File: src/rtl/fix_msg_writer.sv
`default_nettype none
// ============================================================================
// Module   : fix_msg_writer
// Purpose  : Fills the FIX message RAM from a byte stream, locates the
//            "10=" trailer and verifies the FIX checksum before handing off.
// Revision : 1.0 - initial release
// ============================================================================
module fix_msg_writer #(
    parameter int ADDR_WIDTH = 6,
    parameter int DATA_WIDTH = 8
) (
    input  logic                  clk,
    input  logic                  rst,
    input  logic [DATA_WIDTH-1:0] in_data,
    input  logic                  in_valid,
    output logic                  in_ready,
    output logic [DATA_WIDTH-1:0] ram_data,
    output logic [ADDR_WIDTH-1:0] ram_addr,
    output logic                  ram_we,
    output logic                  msg_done,
    output logic [ADDR_WIDTH:0]   msg_len,
    output logic                  msg_chk_ok,
    output logic                  msg_err,
    input  logic                  msg_ack
);

    localparam logic [ADDR_WIDTH:0]   c_DEPTH = (ADDR_WIDTH+1)'(2**ADDR_WIDTH);
    localparam logic [DATA_WIDTH-1:0] c_SOH   = 8'h01;
    localparam logic [DATA_WIDTH-1:0] c_ONE   = 8'h31;
    localparam logic [DATA_WIDTH-1:0] c_ZERO  = 8'h30;
    localparam logic [DATA_WIDTH-1:0] c_EQ    = 8'h3D;

    typedef enum logic [1:0] {
        ST_RECV = 2'd0,
        ST_CHK  = 2'd1,
        ST_DROP = 2'd2,
        ST_DONE = 2'd3
    } state_t;

    state_t                r_state;
    logic [ADDR_WIDTH-1:0] r_ptr;
    logic [ADDR_WIDTH:0]   r_count;
    logic [DATA_WIDTH-1:0] r_sum;
    logic [DATA_WIDTH-1:0] r_sum_soh;
    logic [DATA_WIDTH-1:0] r_chk_ref;
    logic [1:0]            r_match;
    logic                  r_in_chk;
    logic [9:0]            r_value;
    logic [1:0]            r_digits;
    logic                  r_bad;

    logic                  r_ram_we;
    logic [ADDR_WIDTH-1:0] r_ram_addr;
    logic [DATA_WIDTH-1:0] r_ram_data;
    logic                  r_msg_done;
    logic [ADDR_WIDTH:0]   r_msg_len;
    logic                  r_msg_chk_ok;
    logic                  r_msg_err;

    logic                  w_accept;
    logic                  w_store;
    logic                  w_is_digit;
    logic [DATA_WIDTH-1:0] w_sum_next;
    logic [9:0]            w_value_next;
    logic                  w_sum_match;

    assign in_ready     = !rst && (r_state != ST_DONE);
    assign w_accept     = in_valid && in_ready;
    // Bytes past the buffer end, or anything once in DROP, are parsed but not written.
    assign w_store      = (r_state != ST_DROP) && (r_count < c_DEPTH);
    assign w_is_digit   = (in_data >= 8'h30) && (in_data <= 8'h39);
    assign w_sum_next   = r_sum + in_data;
    assign w_value_next = r_value * 10'd10 + {2'b00, in_data} - 10'd48;
    assign w_sum_match  = (r_value == {2'b00, r_chk_ref});

    assign ram_we     = r_ram_we;
    assign ram_addr   = r_ram_addr;
    assign ram_data   = r_ram_data;
    assign msg_done   = r_msg_done;
    assign msg_len    = r_msg_len;
    assign msg_chk_ok = r_msg_chk_ok;
    assign msg_err    = r_msg_err;

    always_ff @(posedge clk) begin
        if (rst) begin
            r_state      <= ST_RECV;
            r_ptr        <= '0;
            r_count      <= '0;
            r_sum        <= '0;
            r_sum_soh    <= '0;
            r_chk_ref    <= '0;
            r_match      <= 2'd0;
            r_in_chk     <= 1'b0;
            r_value      <= '0;
            r_digits     <= 2'd0;
            r_bad        <= 1'b0;
            r_ram_we     <= 1'b0;
            r_ram_addr   <= '0;
            r_ram_data   <= '0;
            r_msg_done   <= 1'b0;
            r_msg_len    <= '0;
            r_msg_chk_ok <= 1'b0;
            r_msg_err    <= 1'b0;
        end else begin
            r_ram_we <= 1'b0;
            case (r_state)
                ST_RECV, ST_CHK, ST_DROP: begin
                    if (w_accept) begin
                        r_sum <= w_sum_next;
                        if (w_store) begin
                            r_ram_we   <= 1'b1;
                            r_ram_addr <= r_ptr;
                            r_ram_data <= in_data;
                            r_ptr      <= r_ptr + 1'b1;
                            r_count    <= r_count + 1'b1;
                        end else begin
                            r_state <= ST_DROP;
                        end

                        if (!r_in_chk) begin
                            // Tag matcher: only "<SOH>10=" opens the checksum field.
                            if (in_data == c_SOH) begin
                                r_match   <= 2'd1;
                                r_sum_soh <= w_sum_next;
                            end else if (r_match == 2'd1 && in_data == c_ONE) begin
                                r_match <= 2'd2;
                            end else if (r_match == 2'd2 && in_data == c_ZERO) begin
                                r_match <= 2'd3;
                            end else if (r_match == 2'd3 && in_data == c_EQ) begin
                                r_match   <= 2'd0;
                                r_in_chk  <= 1'b1;
                                r_chk_ref <= r_sum_soh;
                                r_value   <= '0;
                                r_digits  <= 2'd0;
                                r_bad     <= 1'b0;
                                if (w_store) begin
                                    r_state <= ST_CHK;
                                end
                            end else begin
                                r_match <= 2'd0;
                            end
                        end else begin
                            if (in_data == c_SOH) begin
                                r_sum_soh    <= w_sum_next;
                                r_state      <= ST_DONE;
                                r_msg_done   <= 1'b1;
                                r_msg_err    <= !w_store;
                                r_msg_len    <= w_store ? (r_count + 1'b1) : r_count;
                                r_msg_chk_ok <= w_store && (r_digits == 2'd3) && !r_bad
                                                && w_sum_match;
                            end else if (w_is_digit) begin
                                // Digits past the third are ignored rather than flagged.
                                if (r_digits != 2'd3) begin
                                    r_value  <= w_value_next;
                                    r_digits <= r_digits + 1'b1;
                                end
                            end else begin
                                r_bad <= 1'b1;
                            end
                        end
                    end
                end
                ST_DONE: begin
                    if (msg_ack) begin
                        r_state      <= ST_RECV;
                        r_ptr        <= '0;
                        r_count      <= '0;
                        r_sum        <= '0;
                        r_sum_soh    <= '0;
                        r_match      <= 2'd0;
                        r_in_chk     <= 1'b0;
                        r_value      <= '0;
                        r_digits     <= 2'd0;
                        r_bad        <= 1'b0;
                        r_msg_done   <= 1'b0;
                        r_msg_len    <= '0;
                        r_msg_chk_ok <= 1'b0;
                        r_msg_err    <= 1'b0;
                    end
                end
                default: r_state <= ST_RECV;
            endcase
        end
    end

endmodule
`default_nettype wire

File: config.mk
export PLATFORM = sky130hd
export DESIGN_NAME = fix_msg_writer
export DESIGN_NICKNAME = d
export VERILOG_FILES = /design/src/rtl/fix_msg_writer.sv
export SDC_FILE = /design/constraint.sdc
export NUM_CORES = 1
export LEC_CHECK = 0
export CAP_MARGIN = 0
export CORE_MARGIN = 5
export CORE_UTILIZATION = 29
export CTS_BUF_LIST = sky130_fd_sc_hd__clkbuf_8
export DETAILED_ROUTE_END_ITERATION = 10
export PLACE_DENSITY = 0.43
export SYNTH_ARGS = -nofsm -noshare
export SYNTH_HDL_FRONTEND = slang
export SYNTH_SLANG_ARGS = --single-unit
File: constraint.sdc
create_clock -name clk -period 7.56 [get_ports clk]
set_input_delay 0.756 -clock clk [delete_from_list [all_inputs] [get_ports clk]]
set_output_delay 0.756 -clock clk [all_outputs]
set_load 0.05 [all_outputs]
==> results.json <==
{
  "status": "complete, no violations",
  "cpPeakStageDelay_ps": 680,
  "skew_ps": 8.26,
  "dp_hpwl_um": 8460,
  "root_buffer": "clkbuf_8",
  "yosysTopAreaCell": "dfxtp_1",
  "path_class": "flop to flop",
  "crit_fanout": 5,
  "diodes": 0,
  "hold_depth": 2,
  "clk_latency_ps": 370,
  "ys_types": 60,
  "timing.final.crit_share": 0.504,
  "hold_violations": 0,
  "yosys_warnings": 0,
  "crit_path_end_kind": "flop",
  "max_freq_mhz": 262,
  "clockBufferDepth": 2,
  "async_flop_share": 0,
  "placedInstanceArea_mm2": 0.00488,
  "vias": 3703,
  "grt_max_degree": 73,
  "seq_area_mm2": 0.00160,
  "synth.most_common_cell": "nand2_1",
  "drt-vias-per-instance": 4.97,
  "cp_data_required_time_ps": 7870,
  "worstHoldPathType": "flop to flop",
  "multi_input_comb_area_mm2": 0.00259,
  "worst-r2r-setup-slack_ps": 3750,
  "cts-hold-fix-buffers": 0,
  "cts.sinks": 80,
  "peakVddDrop_mv": 0.160,
  "reg2regPathDepth": 12,
  "synth_commonest_cells": "nand2_1, dfxtp_1, nor2_1, a21oi_1, ha_1",
  "crit_chain": "ha_1 > ha_1 > fa_1 > xnor2_1 > ha_1 > inv_1 > ha_1 > nand3_1 > o211ai_1 > o41ai_1 > or4b_1 > nand4_1",
  "leakagePower_nw": 2.05,
  "postSynthAreaPerCell_um2": 8.28,
  "wire_per_inst_um": 15.9,
  "finalSetupTns_ps": 0,
  "drcViolationCount": 0,
  "synth-seq-cells": 80,
  "grt_first_pass_wirelength_um": 19300,
  "final_area_mm2": 0.00508,
  "yosysTopAreaCellShare": 0.366,
  "port_buffers": 37,
  "r2r_end": "r_value[9]",
  "synthTopCellsByArea": "dfxtp_1, ha_1, nand2_1",
  "crit_slowest_cell": "o41ai_1",
  "hold-path-endpoint": "r_sum_soh[0]",
  "htree_num_levels": 3,
  "max-slew-margin-rel": 0.377,
  "ys_seq_area_frac": 0.366,
  "cts_tree": "done",
  "core_mm2": 0.0146,
  "grt.total_usage": 0.137,
  "synth_area_mm2": 0.00437,
  "utilization": 0.347,
  "synth.net_count": 578,
  "p_per_area_mw_per_mm2": 169,
  "grt_pass1_vias": 3577,
  "ant_nets": 0,
  "setup_viol": 0,
  "rows": 44,
  "die_w_um": 133,
  "tightest_slew_ps": 929,
  "cts_setup_buffers": 0,
  "rr_startpoint": "r_value[3]",
  "drive_above_1_share": 0.0517,
  "gp_congestion": 0.818,
  "area_growth_syn_to_layout_pct": 16.3,
  "die_h_um": 133,
  "postCtsResizedCells": 0,
  "hp-start": "r_sum_soh[0]",
  "pin_count": 38,
  "critical_path.most_common_cell": "ha_1",
  "slew_violations": 0,
  "n_fill_cell": 1541,
  "crit_arrival_ps": 4120,
  "ys.flop_type": "dfxtp_1",
  "startpoint": "r_value[3]",
  "initial_core_util": 0.298,
  "max_cap_viol_count": 0,
  "critPathLaunchType": "flop",
  "nNetsFinal": 606,
  "firstDrtPassIters": 5,
  "netlist_instances": 528,
  "grt_setup_unrepaired": "false",
  "path_clk_slew_ps": 80,
  "cts_buffers": 9,
  "wl_um": 11900,
  "synth-edff-count": 0,
  "antenna_found_initial": 0,
  "drt_iter0_markers": 244,
  "holdWs_ps": 452,
  "die-area_mm2": 0.0176,
  "period_needed_ps": 3810,
  "grt-ovfl-total": 0
}
==> power by group <==
group	internal, W	switching [W]
sequential	0.000429	0.00000552
combinational	0.0000364	0.0000634
clock	0.000160	0.000164
total	0.000625	0.000233
==> layout by cell type (no fill, tap or decap), types with 4 or more instances in the layout <==
master and n:
a211oi_1 8, clkinv_2 4, nand4_1 8, nand3_1 15
nand2_1 88, ha_1 35, nor3_1 10, clkdlybuf4s50_1 36
mux2i_1 10, nor2_1 59, xnor2_1 19, clkbuf_8 10
dfxtp_1 80, a21o_1 6, o21ai_0 9, a21oi_1 55
inv_1 20, a22oi_1 12, or3_1 4, xor2_1 12
==> flip-flops by register name (all words and copies together), names as in the netlist, 6 cells and up <==
register / count
r_value: 10
r_sum: 8
r_ptr: 6
r_count: 7
r_sum_soh: 8
ram_data: 8
msg_len: 7
ram_addr: 6
r_chk_ref: 8
==> per-stage QoR <==
stage	total power, W	setup WS, ps	instances
CTS	0.000875	3670	745
global placement	0.000544	3740	729
global route	0.000902	3550	745
floorplan	0.000512	4320	528
detailed placement	0.000545	3710	729
finish	0.000858	3750	745
==> worst max-delay path by stage <==
stage | depth (start not counted) | to | slack (ps)
2_1_floorplan | 12 | r_value[9] | 4320
3_3_place_gp | 12 | r_value[9] | 3740
3_5_place_dp | 12 | r_value[9] | 3710
4_1_cts | 12 | r_value[9] | 3670
5_1_grt | 12 | r_value[9] | 3550
6_report | 12 | r_value[9] | 3750
==> cells by family (layout without fill, tap and decap cells) <==
group	after synthesis	in the layout	synth area share
muxes	10	10	0.0229
AOI/OAI and AO/OA	118	118	0.177
and+or+nand+nor	206	206	0.212
buffers and inverters	44	77	0.0409
adders and majority gates	38	38	0.114
DFF	80	80	0.366
xor gates and xnor gates	32	32	0.0673
==> critical path: cells and delay by family (launching register included) <==
family | cells | cell delay [ps]
compound gates | 2 | 800
xor+xnor | 1 | 260
fa+ha+maj | 5 | 1490
buf+inv | 1 | 60
flops | 1 | 460
simple gates | 3 | 690
==> per-layer routing <==
metal | GRT usage | vias to the layer above | share of wire
li1 | - | 1906 | -
met1 | 0.192 | 1722 | 0.50
met2 | 0.206 | 64 | 0.44
met3 | 0.0414 | 11 | 0.049
met4 | 0.0364 | 0 | 0.0099
met5 | 0 | - | 0
==> cell type report <==
cell class              count  area share
clock buffers              10      0.0271
flip-flops and latches     80       0.315
multi-input cells         404       0.510
repair buffers             39      0.0749
well taps                 184      0.0453
clock inverters             6      0.0116
inverters                  22      0.0163
(Power assumes the default switching activity.)
